## config.mk

```make
export PLATFORM = sky130hd
export DESIGN_NAME = deinterleaver_1
export DESIGN_NICKNAME = d
export VERILOG_FILES = /design/src/rtl/ofdm_rx_pkg.sv /design/src/rtl/deintv1_addr_gen.sv /design/src/rtl/deinterleaver_1.sv
export SDC_FILE = /design/constraint.sdc
export NUM_CORES = 1
export LEC_CHECK = 0
export CAP_MARGIN = 20
export CORE_ASPECT_RATIO = 2
export CORE_MARGIN = 5
export CORE_UTILIZATION = 29
export CTS_CLUSTER_SIZE = 8
export DETAILED_ROUTE_END_ITERATION = 7
export DONT_BUFFER_PORTS = 1
export PLACE_DENSITY = 0.47
export SLEW_MARGIN = 20
export SYNTH_ARGS = -nofsm -noshare
export SYNTH_HDL_FRONTEND = slang
export SYNTH_HIERARCHICAL = 1
export SYNTH_SLANG_ARGS = --single-unit
```

## constraint.sdc

```tcl
create_clock -name clk -period 3.1 [get_ports clk]
set_clock_uncertainty 0.15 [all_clocks]
set_input_delay 0.465 -clock clk [delete_from_list [all_inputs] [get_ports clk]]
set_output_delay 0.465 -clock clk [all_outputs]
set_load 0.005 [all_outputs]
```

## src/rtl/ofdm_rx_pkg.sv

```systemverilog
// ofdm_rx_pkg
// Shared constants and types for the OFDM RX bit-level blocks.
//   MAP_*      : Map_Type codes (BPSK/QPSK/16QAM/64QAM)
//   NCBPS_*    : coded bits per OFDM symbol for each Map_Type
//   NCOL_*     : first-permutation column count (NCBPS/16)
//   bank_state_e : ping-pong bank lifecycle EMPTY -> FILLING -> FULL -> EMPTY
package ofdm_rx_pkg;

  localparam int NCBPS_MAX = 288;

  localparam logic [1:0] MAP_BPSK  = 2'b00;
  localparam logic [1:0] MAP_QPSK  = 2'b01;
  localparam logic [1:0] MAP_QAM16 = 2'b10;
  localparam logic [1:0] MAP_QAM64 = 2'b11;

  localparam logic [8:0] NCBPS_BPSK  = 9'd48;
  localparam logic [8:0] NCBPS_QPSK  = 9'd96;
  localparam logic [8:0] NCBPS_QAM16 = 9'd192;
  localparam logic [8:0] NCBPS_QAM64 = 9'd288;

  localparam logic [4:0] NCOL_BPSK  = 5'd3;
  localparam logic [4:0] NCOL_QPSK  = 5'd6;
  localparam logic [4:0] NCOL_QAM16 = 5'd12;
  localparam logic [4:0] NCOL_QAM64 = 5'd18;

  typedef enum logic [1:0] {
    BANK_EMPTY   = 2'd0,
    BANK_FILLING = 2'd1,
    BANK_FULL    = 2'd2
  } bank_state_e;

  function automatic logic [8:0] ncbps_of(input logic [1:0] map_type);
    logic [8:0] n;
    case (map_type)
      MAP_BPSK:  n = NCBPS_BPSK;
      MAP_QPSK:  n = NCBPS_QPSK;
      MAP_QAM16: n = NCBPS_QAM16;
      default:   n = NCBPS_QAM64;
    endcase
    return n;
  endfunction

  function automatic logic [4:0] ncol_of(input logic [1:0] map_type);
    logic [4:0] n;
    case (map_type)
      MAP_BPSK:  n = NCOL_BPSK;
      MAP_QPSK:  n = NCOL_QPSK;
      MAP_QAM16: n = NCOL_QAM16;
      default:   n = NCOL_QAM64;
    endcase
    return n;
  endfunction

endpackage

```

## src/rtl/deintv1_addr_gen.sv

```systemverilog
// deintv1_addr_gen
// Write-address generator for the first-level deinterleaver.
// Input bit j lands at k = 16*r + q with r = j mod NCOL, q = j / NCOL,
// tracked with two incremental counters (no multiply/divide).
// Ports:
//   clk, rst_n    : clock, async active-low reset
//   adv_i         : a bit was accepted this cycle; step the counters
//   map_type_i    : Map_Type governing NCOL for the current symbol
//   k_o           : write address for the current bit
//   first_o       : current bit is j == 0
//   last_o        : current bit is j == NCBPS-1
module deintv1_addr_gen
  import ofdm_rx_pkg::*;
(
  input  logic       clk,
  input  logic       rst_n,
  input  logic       adv_i,
  input  logic [1:0] map_type_i,
  output logic [8:0] k_o,
  output logic       first_o,
  output logic       last_o
);

  logic [4:0] r_q, r_d;
  logic [3:0] q_q, q_d;
  logic [4:0] ncol;
  logic       r_wrap;

  assign ncol    = ncol_of(map_type_i);
  assign r_wrap  = (r_q == ncol - 5'd1);
  assign last_o  = r_wrap && (q_q == 4'd15);
  assign first_o = (r_q == 5'd0) && (q_q == 4'd0);
  // 16*r + q is a plain concatenation because q < 16.
  assign k_o     = {r_q, q_q};

  always_comb begin
    r_d = r_q;
    q_d = q_q;
    if (adv_i) begin
      if (last_o) begin
        r_d = 5'd0;
        q_d = 4'd0;
      end else if (r_wrap) begin
        r_d = 5'd0;
        q_d = q_q + 4'd1;
      end else begin
        r_d = r_q + 5'd1;
      end
    end
  end

  always_ff @(posedge clk or negedge rst_n) begin
    if (!rst_n) begin
      r_q <= 5'd0;
      q_q <= 4'd0;
    end else begin
      r_q <= r_d;
      q_q <= q_d;
    end
  end

endmodule

```

## src/rtl/deinterleaver_1.sv

```systemverilog
// deinterleaver_1
// First-level (inverse first-permutation) bit deinterleaver. One OFDM symbol
// of NCBPS bits is written into a ping-pong bank at permuted addresses, then
// read out in natural order together with the symbol's symb_cnt/Map_Type.
// Handshake: a transfer happens on a clock edge where valid & ready are both
// high; once valid is asserted, data and tags stay stable until accepted.
// Ports:
//   clk, rst_n             : clock, async active-low reset
//   deintv1_din*           : interleaved-order input bit stream + tags
//   deintv1_dout*          : natural-order output bit stream + bank tags
module deinterleaver_1
  import ofdm_rx_pkg::*;
(
  input  logic       clk,
  input  logic       rst_n,
  input  logic       deintv1_din,
  input  logic       deintv1_din_vld,
  output logic       deintv1_din_rdy,
  input  logic [7:0] deintv1_din_symb_cnt,
  input  logic [1:0] deintv1_din_Map_Type,
  output logic       deintv1_dout,
  output logic       deintv1_dout_vld,
  input  logic       deintv1_dout_rdy,
  output logic [7:0] deintv1_dout_symb_cnt,
  output logic [1:0] deintv1_dout_Map_Type
);

  bank_state_e bank_q [2];
  bank_state_e bank_d [2];
  logic [7:0]  tag_symb_q [2];
  logic [7:0]  tag_symb_d [2];
  logic [1:0]  tag_map_q [2];
  logic [1:0]  tag_map_d [2];
  logic        wr_sel_q, wr_sel_d;
  logic        rd_sel_q, rd_sel_d;
  logic [8:0]  rd_addr_q, rd_addr_d;
  logic        din_rdy_q, din_rdy_d;

  logic [NCBPS_MAX-1:0] mem_q [2];

  logic       wr_fire, wr_first, wr_last;
  logic [8:0] wr_k;
  logic [1:0] map_sel;
  logic       rd_vld, rd_fire, rd_last;

  assign wr_fire = deintv1_din_vld & din_rdy_q;
  // The bank tag is only written on j == 0, so that bit must take NCOL from
  // the live input; later bits use the latched tag and ignore input changes.
  assign map_sel = wr_first ? deintv1_din_Map_Type : tag_map_q[wr_sel_q];

  deintv1_addr_gen u_addr_gen (
    .clk        (clk),
    .rst_n      (rst_n),
    .adv_i      (wr_fire),
    .map_type_i (map_sel),
    .k_o        (wr_k),
    .first_o    (wr_first),
    .last_o     (wr_last)
  );

  assign rd_vld  = (bank_q[rd_sel_q] == BANK_FULL);
  assign rd_fire = rd_vld & deintv1_dout_rdy;
  assign rd_last = (rd_addr_q == ncbps_of(tag_map_q[rd_sel_q]) - 9'd1);

  always_comb begin
    bank_d     = bank_q;
    tag_symb_d = tag_symb_q;
    tag_map_d  = tag_map_q;
    wr_sel_d   = wr_sel_q;
    rd_sel_d   = rd_sel_q;
    rd_addr_d  = rd_addr_q;
    if (wr_fire) begin
      if (wr_first) begin
        bank_d[wr_sel_q]     = BANK_FILLING;
        tag_symb_d[wr_sel_q] = deintv1_din_symb_cnt;
        tag_map_d[wr_sel_q]  = deintv1_din_Map_Type;
      end
      if (wr_last) begin
        bank_d[wr_sel_q] = BANK_FULL;
        wr_sel_d         = ~wr_sel_q;
      end
    end
    // Read and write always target different banks (FULL vs not FULL), so
    // a simultaneous last-write and last-read both take effect here.
    if (rd_fire) begin
      if (rd_last) begin
        bank_d[rd_sel_q] = BANK_EMPTY;
        rd_addr_d        = 9'd0;
        rd_sel_d         = ~rd_sel_q;
      end else begin
        rd_addr_d = rd_addr_q + 9'd1;
      end
    end
    // Ready is registered from next-state, so a freed bank opens the input
    // on the following cycle.
    din_rdy_d = (bank_d[wr_sel_d] != BANK_FULL);
  end

  always_ff @(posedge clk or negedge rst_n) begin
    if (!rst_n) begin
      bank_q[0]     <= BANK_EMPTY;
      bank_q[1]     <= BANK_EMPTY;
      tag_symb_q[0] <= 8'd0;
      tag_symb_q[1] <= 8'd0;
      tag_map_q[0]  <= 2'b00;
      tag_map_q[1]  <= 2'b00;
      wr_sel_q      <= 1'b0;
      rd_sel_q      <= 1'b0;
      rd_addr_q     <= 9'd0;
      din_rdy_q     <= 1'b0;
    end else begin
      bank_q     <= bank_d;
      tag_symb_q <= tag_symb_d;
      tag_map_q  <= tag_map_d;
      wr_sel_q   <= wr_sel_d;
      rd_sel_q   <= rd_sel_d;
      rd_addr_q  <= rd_addr_d;
      din_rdy_q  <= din_rdy_d;
    end
  end

  // Bit storage carries no reset; bank state alone decides what is valid.
  always_ff @(posedge clk) begin
    if (wr_fire) begin
      mem_q[wr_sel_q][wr_k] <= deintv1_din;
    end
  end

  assign deintv1_din_rdy       = din_rdy_q;
  assign deintv1_dout_vld      = rd_vld;
  assign deintv1_dout          = rd_vld & mem_q[rd_sel_q][rd_addr_q];
  assign deintv1_dout_symb_cnt = tag_symb_q[rd_sel_q];
  assign deintv1_dout_Map_Type = tag_map_q[rd_sel_q];

endmodule

```

==> impl_metrics.yaml <==
floorplanning:
  die_width_um: 227.2
  start_util: 0.2914
  die_y_um: 444.4
  rows: 159
  io_pins: 28
  core_um2: 93900
  die_area_um2: 101000
layout:
  final_cell_mix: "nor2_1, edfxtp_1, buf_4"
  area_growth_pct: 22.20
  final_cell_count_no_fill: 3388
  register_area_um2: 18430
  nets: 2154
  n_fill_cell: 9107
  final_common_cell: "nor2_1"
  multi_input_area_um2: 8477
  layout-drive-gt1-share: 0.2670
timing:
  relSlewSlack: -0.07258
  fmax_ghz: 0.2375
  period_minus_slack_ns: 4.211
  hold_viol_final: 7
  post-route-period-util: 1.358
  setup_viol: 1
  drv_slew: 235
  final.setup.tns_ns: -1.111
  worst_pin_slew_ns: 1.609
  fin_hold_ws_ns: -0.1876
  setup_slack_ns: -1.111
  rsz0062_at_grt: "yes"
global_route:
  grt_usage: 0.1646
  antenna_found_initial: 1
  first_global_vias: 18120
  overflow: 0
  grt_max_degree: 577
  grt_first_pass_wirelength_mm: 121.5
setup_path:
  regToRegSetupSlack_ns: 0.14
  worst_ep_required_time_ns: 2.48
  worstSetupStartpointType: "register"
  path_class: "reg -> out"
  r2r_cells: 9
  cp.arrival_ns: 3.60
  cp-end-kind: "output port"
  worstPathMaxFanout: 15
placement:
  portBuffers: 0
  dp_hpwl_mm: 52.46
  gp_congestion: 0.8227
  place_ws_ns: -0.7823
  dp.cells: 3207
synthesis:
  synth_cell_types: 73
  synth_compound_area_frac: 0.03320
  syn_area_um2: 27360
  synth_edf_count: 576
  synthMuxAreaShare: 0.1421
  ys.flop_type: "edfxtp_1"
  yosys.area_share.simple: 0.1182
  syn_inst: 1939
  synthAdderAreaFrac: 0.002286
  syn-num-nets: 1959
  synth_top_family_by_area: "multiplexers"
  avgSynthCellArea_um2: 14.11
  synthXorXnorAreaFrac: 0.002241
  ys_ff_latch: 621
  synth-seq-area-share: 0.6733
  synth-async-reset-ratio: 0.07246
  yosysWarnings: 6
clocking:
  root_buffer: "clkbuf_16"
  postCtsHoldBufs: 13
  numCtsBuffers: 87
  cts_tree: "yes"
  htreeDepth: 3
  clk_latency_ns: 0.64
  cts.sinks: 621
  clk_path_buf_depth: 3
  clkTransAtPathRegs_ns: 0.05
pwr:
  ir_drop_v: 0.0004076
  cellPowerDensity_nw_per_um2: 557.0
  leakage_nw: 10.94
hold_path:
  worst_hold_path.num_cells: 0
  hp-class: "in -> reg"
route:
  drt_first_pass_iters: 5
  drt-vias-per-instance: 5.058
  drc: 0
  wl_mm: 83.68
  drtIter0Drc: 1473
  wl_per_cell_um: 24.70
  vias: 17140
  drtAntennaViolNets: 0
status:
  status: "finished, violations left"
  violations: "hold timing, slew limit, setup timing"
run:
  drv_cap: 0
==> what timing repair did <==
item,4_1_cts,5_1_grt
setup endpoints to repair,2,2
pin swaps,19,14
endpoints found under the hold margin,644,206
setup buffers,27,9
gates cloned,2,0
gates resized for setup,55,37
==> synth_stat cells, types with 5 or more instances <==
cell | number | share of area
nor2b_1 | 11 | 0.0025
ha_1 | 5 | 0.0023
mux2i_1 | 36 | 0.013
buf_2 | 18 | 0.0033
mux4_2 | 135 | 0.11
nor3_1 | 8 | 0.0015
a21oi_1 | 26 | 0.0048
a22o_1 | 8 | 0.0026
buf_1 | 15 | 0.0021
clkbuf_1 | 103 | 0.014
and2_1 | 5 | 0.0011
a22oi_1 | 18 | 0.0049
a311oi_1 | 5 | 0.0016
inv_1 | 12 | 0.0016
dfrtp_1 | 45 | 0.041
a31oi_1 | 7 | 0.0016
nor4_1 | 6 | 0.0014
a221oi_1 | 5 | 0.0016
buf_4 | 9 | 0.0025
edfxtp_1 | 576 | 0.63
buf_6 | 11 | 0.0045
mux2_2 | 36 | 0.015
nand3_1 | 26 | 0.0048
and3_1 | 6 | 0.0014
o21ai_0 | 21 | 0.0038
nor2_1 | 602 | 0.083
nand2_1 | 96 | 0.013
nor3b_1 | 8 | 0.0022
==> final timing paths <==
| path | start | to |
|---|---|---|
| max in group asynchronous | rst_n | tag_symb_q[8] |
| max | rd_addr_q[0] | deintv1_dout |
| min in group asynchronous | rst_n | rd_sel_q |
| max reg2reg | rd_sel_q | rd_sel_q |
| min | deintv1_din | mem_q[0][194] |
| min reg2reg | tag_symb_q[6] | tag_symb_q[6] |
==> metrics by stage <==
stage                     instance area, um^2  total power, mW  utilization
after floorplan                         27370            9.706            -
after global placement                  30070            9.939       0.3202
after detailed placement                30070            9.951       0.3202
after CTS                               33240            18.82       0.3539
after global routing                    33440            19.18       0.3561
final                                   33440            18.62       0.3561
==> flip-flops by register name (all words and copies together), names as in the netlist, 4 cells and up <==
signal and count:
bank_q 4, mem_q 576, rd_addr_q 9, tag_map_q 4
tag_symb_q 16, u_addr_gen/q_q 4, u_addr_gen/r_q 5
==> layout make-up <==
class                   count  area share
diodes                      1  0.00007484
clock buffers             128     0.07035
clock inverters             7    0.002694
inverters                  16    0.001796
multi-input cells        1146      0.2535
flip-flops and latches    621      0.5512
well taps                1207     0.04516
repair buffers            262     0.07521
==> power breakdown <==
part           switching, mW  internal, mW  leakage, nW  total [mW]
clock network           3.59          5.20         1.17        8.78
registers             0.0263          9.23         5.76        9.25
logic                  0.410         0.181         4.00       0.590
total                   4.02          14.6         10.9        18.6
==> worst max-delay path, stage by stage (launching register included) <==
cell	delay, ns
dfrtp_4	0.50
buf_12	0.15
buf_12	0.14
buf_12	0.14
buf_6	0.17
mux4_2	0.31
mux2_2	0.28
nand2_1	0.13
nand3_2	0.11
and4_4	0.21
nor4_4	0.45
o41ai_4	0.16
buf_4	0.16
==> routing by layer <==
layer | track usage | wire length [um]
met1 | 0.1713 | 28970
met2 | 0.3251 | 48590
met3 | 0.02383 | 3120
met4 | 0.06174 | 2993
met5 | 0 | 0
==> kinds of logic after synthesis <==
group / after synthesis
buf+inv: 172
simple gates: 792
mux: 213
flops: 621
fa+ha+maj: 5
xor+xnor: 7
compound gates: 129
Power figures use the tool's default switching activity.
